## config.mk

```make
export PLATFORM = sky130hd
export DESIGN_NAME = instr_issue_ctrl
export DESIGN_NICKNAME = d
export VERILOG_FILES = /design/src/rtl/alu_isa_pkg.sv /design/src/rtl/instr_fifo.sv /design/src/rtl/instr_issue_ctrl.sv
export SDC_FILE = /design/constraint.sdc
export NUM_CORES = 1
export LEC_CHECK = 0
export ABC_AREA = 1
export ABC_CLOCK_PERIOD_IN_PS = 1900
export CAP_MARGIN = 20
export CORE_MARGIN = 3
export CORE_UTILIZATION = 40
export CTS_CLUSTER_SIZE = 25
export DETAILED_ROUTE_END_ITERATION = 10
export PLACE_DENSITY = 0.61
export SLEW_MARGIN = 10
export SYNTH_ARGS = -nofsm -noshare
export SYNTH_HDL_FRONTEND = slang
export SYNTH_HIERARCHICAL = 1
export SYNTH_SLANG_ARGS = --single-unit
```

## constraint.sdc

```tcl
create_clock -name clk -period 1.9 [get_ports clk]
set_input_delay 0.285 -clock clk [delete_from_list [all_inputs] [get_ports clk]]
set_output_delay 0.285 -clock clk [all_outputs]
set_load 0.02 [all_outputs]
```

## src/rtl/alu_isa_pkg.sv

```systemverilog
// alu_isa_pkg
//   Shared definitions for the 4-bit decode/execute datapath: opcode encodings,
//   instruction word layout ({sel,rs,rt}) and the issue FSM state encoding.
package alu_isa_pkg;

  localparam int SEL_W   = 3;
  localparam int REG_W   = 4;
  localparam int INSTR_W = SEL_W + 2 * REG_W;  // 11

  localparam logic [SEL_W-1:0] OP_SUB = 3'd0;
  localparam logic [SEL_W-1:0] OP_ADD = 3'd1;
  localparam logic [SEL_W-1:0] OP_OR  = 3'd2;
  localparam logic [SEL_W-1:0] OP_AND = 3'd3;
  localparam logic [SEL_W-1:0] OP_RSH = 3'd4;
  localparam logic [SEL_W-1:0] OP_LSH = 3'd5;
  localparam logic [SEL_W-1:0] OP_LT  = 3'd6;
  localparam logic [SEL_W-1:0] OP_EQ  = 3'd7;

  typedef enum logic [1:0] {
    ST_IDLE  = 2'd0,
    ST_LOAD  = 2'd1,
    ST_ISSUE = 2'd2,
    ST_DONE  = 2'd3
  } issue_state_e;

  function automatic logic [INSTR_W-1:0] pack_instr(
    input logic [SEL_W-1:0] sel,
    input logic [REG_W-1:0] rs,
    input logic [REG_W-1:0] rt
  );
    return {sel, rs, rt};
  endfunction

endpackage

```

## src/rtl/instr_fifo.sv

```systemverilog
// instr_fifo
//   DEPTH x INSTR_W circular instruction queue with first-word fall-through
//   read data. DEPTH must be a power of 2 so pointers wrap naturally.
// Ports
//   clk, rst   : clock, synchronous active-high reset (empties the queue)
//   push_i     : write wdata_i at tail (caller guarantees !full_o)
//   pop_i      : advance head (caller guarantees !empty_o)
//   wdata_i    : instruction word to enqueue
//   rdata_o    : instruction word at head
//   full_o     : DEPTH entries held
//   empty_o    : no entries held
module instr_fifo
  import alu_isa_pkg::*;
#(
  parameter int DEPTH = 4
) (
  input  logic               clk,
  input  logic               rst,
  input  logic               push_i,
  input  logic               pop_i,
  input  logic [INSTR_W-1:0] wdata_i,
  output logic [INSTR_W-1:0] rdata_o,
  output logic               full_o,
  output logic               empty_o
);

  localparam int PTR_W = $clog2(DEPTH);
  localparam logic [PTR_W:0] FULL_CNT = DEPTH[PTR_W:0];

  logic [INSTR_W-1:0] mem_q [DEPTH];
  logic [PTR_W-1:0]   wr_ptr_q, rd_ptr_q;
  logic [PTR_W:0]     count_q, count_d;

  assign full_o  = (count_q == FULL_CNT);
  assign empty_o = (count_q == '0);
  assign rdata_o = mem_q[rd_ptr_q];

  // Simultaneous push and pop leave the occupancy unchanged.
  always_comb begin
    count_d = count_q;
    case ({push_i, pop_i})
      2'b10:   count_d = count_q + (PTR_W+1)'(1);
      2'b01:   count_d = count_q - (PTR_W+1)'(1);
      default: count_d = count_q;
    endcase
  end

  always_ff @(posedge clk) begin
    if (rst) begin
      wr_ptr_q <= '0;
      rd_ptr_q <= '0;
      count_q  <= '0;
    end else begin
      count_q <= count_d;
      if (push_i) wr_ptr_q <= wr_ptr_q + PTR_W'(1);
      if (pop_i)  rd_ptr_q <= rd_ptr_q + PTR_W'(1);
    end
  end

  // Storage is data only; it needs no reset.
  always_ff @(posedge clk) begin
    if (push_i) mem_q[wr_ptr_q] <= wdata_i;
  end

endmodule

```

## src/rtl/instr_issue_ctrl.sv

```systemverilog
// instr_issue_ctrl
//   Issue side of the 4-bit decode/execute datapath. Queues {sel,rs,rt}
//   instruction words from the host, presents them one at a time to the
//   combinational executor over valid/ready, captures the returned rd and
//   counts completed issues.
//   Optional feature macro: INSTR_STEP_EN -- when defined, leaving IDLE also
//   needs a step pulse, so one instruction issues per pulse. When undefined,
//   step is ignored and issue is free-running.
// Ports
//   clk, rst            : clock, synchronous active-high reset
//   in_valid/in_ready   : host push handshake (in_ready = queue not full)
//   in_sel/in_rs/in_rt  : instruction fields offered by the host
//   iss_valid/iss_ready : executor handshake
//   iss_sel/iss_rs/iss_rt : registered instruction to executor
//   res_rd              : executor result, combinational from iss_*
//   res_valid           : one-cycle pulse when last_rd is updated
//   last_rd             : most recently captured result
//   issued_cnt          : completed issues, wraps silently
//   step                : single-step pulse (INSTR_STEP_EN only)
module instr_issue_ctrl
  import alu_isa_pkg::*;
#(
  parameter int DEPTH = 4,
  parameter int CNT_W = 8
) (
  input  logic             clk,
  input  logic             rst,
  input  logic             in_valid,
  output logic             in_ready,
  input  logic [2:0]       in_sel,
  input  logic [3:0]       in_rs,
  input  logic [3:0]       in_rt,
  output logic             iss_valid,
  input  logic             iss_ready,
  output logic [2:0]       iss_sel,
  output logic [3:0]       iss_rs,
  output logic [3:0]       iss_rt,
  input  logic [3:0]       res_rd,
  output logic             res_valid,
  output logic [3:0]       last_rd,
  output logic [CNT_W-1:0] issued_cnt,
  input  logic             step
);

  issue_state_e       state_q;
  logic [INSTR_W-1:0] head_instr;
  logic               fifo_full, fifo_empty;
  logic               push, pop, go;

  logic               iss_valid_q, res_valid_q;
  logic [SEL_W-1:0]   iss_sel_q;
  logic [REG_W-1:0]   iss_rs_q, iss_rt_q, last_rd_q;
  logic [CNT_W-1:0]   issued_cnt_q;

  // in_ready looks only at full, never at a same-cycle pop, so it stays a
  // pure register decode with no path back through the FSM.
  assign in_ready = !fifo_full;
  assign push     = in_valid && !fifo_full;
  assign pop      = (state_q == ST_LOAD);

`ifdef INSTR_STEP_EN
  assign go = !fifo_empty && step;
`else
  logic unused_step;
  assign unused_step = step;
  assign go = !fifo_empty;
`endif

  instr_fifo #(.DEPTH(DEPTH)) u_fifo (
    .clk     (clk),
    .rst     (rst),
    .push_i  (push),
    .pop_i   (pop),
    .wdata_i (pack_instr(in_sel, in_rs, in_rt)),
    .rdata_o (head_instr),
    .full_o  (fifo_full),
    .empty_o (fifo_empty)
  );

  // Reset drops any in-flight issue without counting it.
  always_ff @(posedge clk) begin
    if (rst) begin
      state_q      <= ST_IDLE;
      iss_valid_q  <= 1'b0;
      iss_sel_q    <= '0;
      iss_rs_q     <= '0;
      iss_rt_q     <= '0;
      res_valid_q  <= 1'b0;
      last_rd_q    <= '0;
      issued_cnt_q <= '0;
    end else begin
      case (state_q)
        ST_IDLE: begin
          if (go) state_q <= ST_LOAD;
        end
        // The only state where iss_* change.
        ST_LOAD: begin
          {iss_sel_q, iss_rs_q, iss_rt_q} <= head_instr;
          iss_valid_q <= 1'b1;
          state_q     <= ST_ISSUE;
        end
        ST_ISSUE: begin
          if (iss_ready) begin
            last_rd_q    <= res_rd;
            res_valid_q  <= 1'b1;
            issued_cnt_q <= issued_cnt_q + CNT_W'(1);
            iss_valid_q  <= 1'b0;
            state_q      <= ST_DONE;
          end
        end
        ST_DONE: begin
          res_valid_q <= 1'b0;
          state_q     <= ST_IDLE;
        end
        default: state_q <= ST_IDLE;
      endcase
    end
  end

  assign iss_valid  = iss_valid_q;
  assign iss_sel    = iss_sel_q;
  assign iss_rs     = iss_rs_q;
  assign iss_rt     = iss_rt_q;
  assign res_valid  = res_valid_q;
  assign last_rd    = last_rd_q;
  assign issued_cnt = issued_cnt_q;

endmodule

```

==> summary.txt <==
Place
  • Pre-CTS setup slack: 0.00170 ns
  • Buffers on Ports: 44
  • Placed inst area: 3830 um^2
  • Hpwl dp: 4.22 mm
  • Final Wtd Congestion: 0.705

Detailed routing
  • Routed length on met1: 2.77 mm
  • DR top layer: met4
  • Pre-antenna DRT Iters: 4
  • DR WL met2: 3.03 mm
  • Routed wl met3: 257 um
  • Antenna Nets Post-Route: 0
  • Final WL: 6.16 mm
  • Vias per cell: 4.81
  • Via count: 2275
  • Drt drc: 0
  • Wirelength per Cell: 13.0 um
  • Starting DRT DRC Count: 52

Logic synthesis
  • Post-Synthesis Net Count: 343
  • Synth warn: 6
  • Combinational family with the most area after synthesis: simple AND/OR/NAND/NOR gates
  • Post-synthesis register bit count: 80
  • Simple-gate share of the synthesized area: 13.9%
  • Post-Synth XOR/XNOR Area: 0%
  • Synth cell types: 23
  • Sequential share of the synthesized area: 64.2%
  • Syn_area_per_cell: 10.2 um^2
  • Adder-cell share of the synthesized area: 4.57%
  • Cell area after synthesis: 3180 um^2
  • Cells after synthesis: 312
  • Mux contribution to synthesized area: 0%
  • Compound-Gate Fraction of Synth Area: 11.8%

STA
  • Slew Limit Fails: 0
  • Final WS setup: 0.103 ns
  • Upper clock frequency limit: 557 MHz
  • Period utilization: 94.6%
  • Relative slew margins: 75.5%
  • Final min period: 1.80 ns
  • Worst Clk Skew: 0.0122 ns
  • Final Hold Vio Count: 0
  • Hold_ws: 0.462 ns
  • Slew @ Worst Pin: 0.367 ns
  • Setup violators final: 0

Pwr
  • Clk pwr share: 23.8%
  • Flop pwr share: 46.4%
  • Combinational fraction of design power: 29.8%
  • Net Sw Frac: 31.6%
  • Internal power: 3.32 mW
  • P_sw: 1.53 mW
  • Cell area power density: 1210 nW/um^2
  • Leak: 1.54 nW
  • VDD IR max: 0.576 mV

Clock network
  • CTS clk-pin slew, worst paths: 0.07 ns
  • TritonCTS Sinks: 80
  • Clock buffer count from CTS: 9
  • TritonCTS clock tree: done
  • Root Buffer Master: clkbuf_8
  • Clock buffer depth: 2
  • Worst-skew pair later-pin latency: 0.33 ns
  • Post-CTS Repair Setup Buffers: 0
  • # hold bufs at CTS: 0
  • H-tree levels: 3

Floorplanning
  • Core area: 7490 um^2
  • Initial Util: 42.5%
  • Die X: 95.2 um
  • I/O pin cnt: 46
  • Row cnt: 31
  • Die Y: 95.2 um
  • Die area: 9050 um^2

Cells and area
  • Layout Nets: 400
  • Leading cell types in the layout, fill and taps excluded: 68 x nor2_1, 44 x clkdlybuf4s50_1, 44 x edfxtp_1, 35 x dfxtp_1, 28 x o21ai_0
  • P&R area growth vs syn: 26.3%
  • Commonest non-fill, non-tap cell in the layout: nor2_1
  • Finished Cell Area: 4020 um^2
  • Finished Core Util: 53.6%
  • Layout cell share with drive strength beyond 1: 9.89%
  • Ant diodes: 0

Setup path
  • Flop2flop setup slack: 0.19 ns
  • Crit Path Class: reg -> out
  • Worst Setup Start Kind: flop
  • Critical path endpoint category: output pin
  • Crit-path max FO: 3
  • Arrival time worst endpoint: 1.51 ns
  • Crit path required time: 1.62 ns

Hold path
  • Hold Path Class: reg -> reg

Outcome
  • Status: complete, no violations

Global route
  • Largest net degree at the start of global routing: 27
  • Antenna violations before repair: 0
  • Vias in the first global route: 2156
  • First-pass GRT wire length: 10.1 mm
  • Global route overflow: 0
  • All-Layer GR Usage: 15.1%

Job
  • Max-Cap Viols: 0
==> final cells by class <==
class | instances | area (um^2)
Multi-Input combinational cell | 190 | 971
Sequential cell | 80 | 2040
Clock buffer | 15 | 146
Timing Repair Buffer | 56 | 581
Tap cell | 99 | 124
Fill cell | 674 | 3470
Inverter | 32 | 120
Clock inverter | 1 | 30.0
==> sequential cells by signal, indices dropped and copies added (netlist names), named ones only <==
register and count:
u_fifo/rd_ptr_q 2, iss_rs 4, issued_cnt 8, iss_rt 4, res_valid 1, state_q 2
u_fifo/mem_q 44, iss_sel 3, u_fifo/wr_ptr_q 2, last_rd 4, iss_valid 1, u_fifo/count_q 3
==> worst max-delay path, cell delays in order (launching register included) <==
cell and delay [ns]:
dfxtp_2 0.34, inv_1 0.06, nor3_2 0.20, inv_1 0.06
clkdlybuf4s50_1 0.53
==> repair_timing <==
action / in CTS / in global routing
setup endpoints to repair: 0 / 2
resized for setup: 0 / 4
hold endpoints to repair: 0 / 0
==> synthesized netlist by cell type <==
| cell type | number | share of area, % |
|---|---|---|
| inv_1 | 26 | 3.1 |
| buf_2 | 3 | 0.47 |
| nand3_2 | 2 | 0.63 |
| inv_2 | 5 | 0.59 |
| a21oi_1 | 13 | 2.0 |
| edfxtp_1 | 44 | 42 |
| nand2_2 | 1 | 0.20 |
| o21ai_1 | 20 | 3.1 |
| clkinv_1 | 1 | 0.12 |
| ha_1 | 10 | 3.9 |
| nand2_1 | 24 | 2.8 |
| fa_1 | 1 | 0.63 |
| nor2_1 | 68 | 8.0 |
| nor2_2 | 2 | 0.39 |
| dfxtp_1 | 36 | 23 |
| o22ai_1 | 11 | 2.2 |
| nand4_1 | 1 | 0.20 |
| buf_4 | 4 | 0.94 |
| nor2_4 | 1 | 0.35 |
| clkbuf_1 | 3 | 0.35 |
| nor3_1 | 3 | 0.47 |
| nand3_1 | 5 | 0.79 |
| o21ai_0 | 28 | 4.4 |
==> routing by layer <==
layer / global-route usage (%) / up-vias
met2: 24.7 / 34
li1: - / 1166
met1: 18.5 / 1068
met3: 3.39 / 7
met5: 0 / -
met4: 8.05 / 0
==> cells by family (layout without fill, tap and decap cells) <==
kind of cell,count (synthesis),count (layout)
and+or+nand+nor,107,107
DFF,80,80
AOI/OAI and AO/OA,72,72
buffers and inverters,42,104
adders and majority gates,11,11
==> worst paths after layout <==
check	endpoint	startpoint	depth (start not counted)
max reg2reg	u_fifo/count_q[2]$_SDFFE_PP0P_	u_fifo/count_q[2]$_SDFFE_PP0P_	12
max	in_ready	u_fifo/count_q[2]$_SDFFE_PP0P_	4
min reg2reg	flop	u_fifo/rd_ptr_q[1]$_SDFFE_PP0P_	1
min	flop	u_fifo/rd_ptr_q[1]$_SDFFE_PP0P_	1
==> per-stage QoR <==
step | setup TNS (ns) | std cells | total power [mW]
2_1_floorplan | 0 | 312 | 3.16
3_3_place_gp | 0 | 457 | 3.70
3_5_place_dp | 0 | 457 | 3.74
4_1_cts | 0 | 473 | 4.91
5_1_grt | -0.00724 | 473 | 5.19
6_report | 0 | 473 | 4.86
==> power groups by stage <==
| stage | combinational, mW | clock (mW) | sequential [mW] |
|---|---|---|---|
| after floorplan | 0.746 | 0 | 2.41 |
| after global placement | 1.42 | 0 | 2.28 |
| after detailed placement | 1.46 | 0 | 2.29 |
| after CTS | 1.46 | 1.19 | 2.25 |
| after global routing | 1.63 | 1.27 | 2.29 |
| final | 1.45 | 1.16 | 2.25 |
Power figures use the tool's default switching activity.
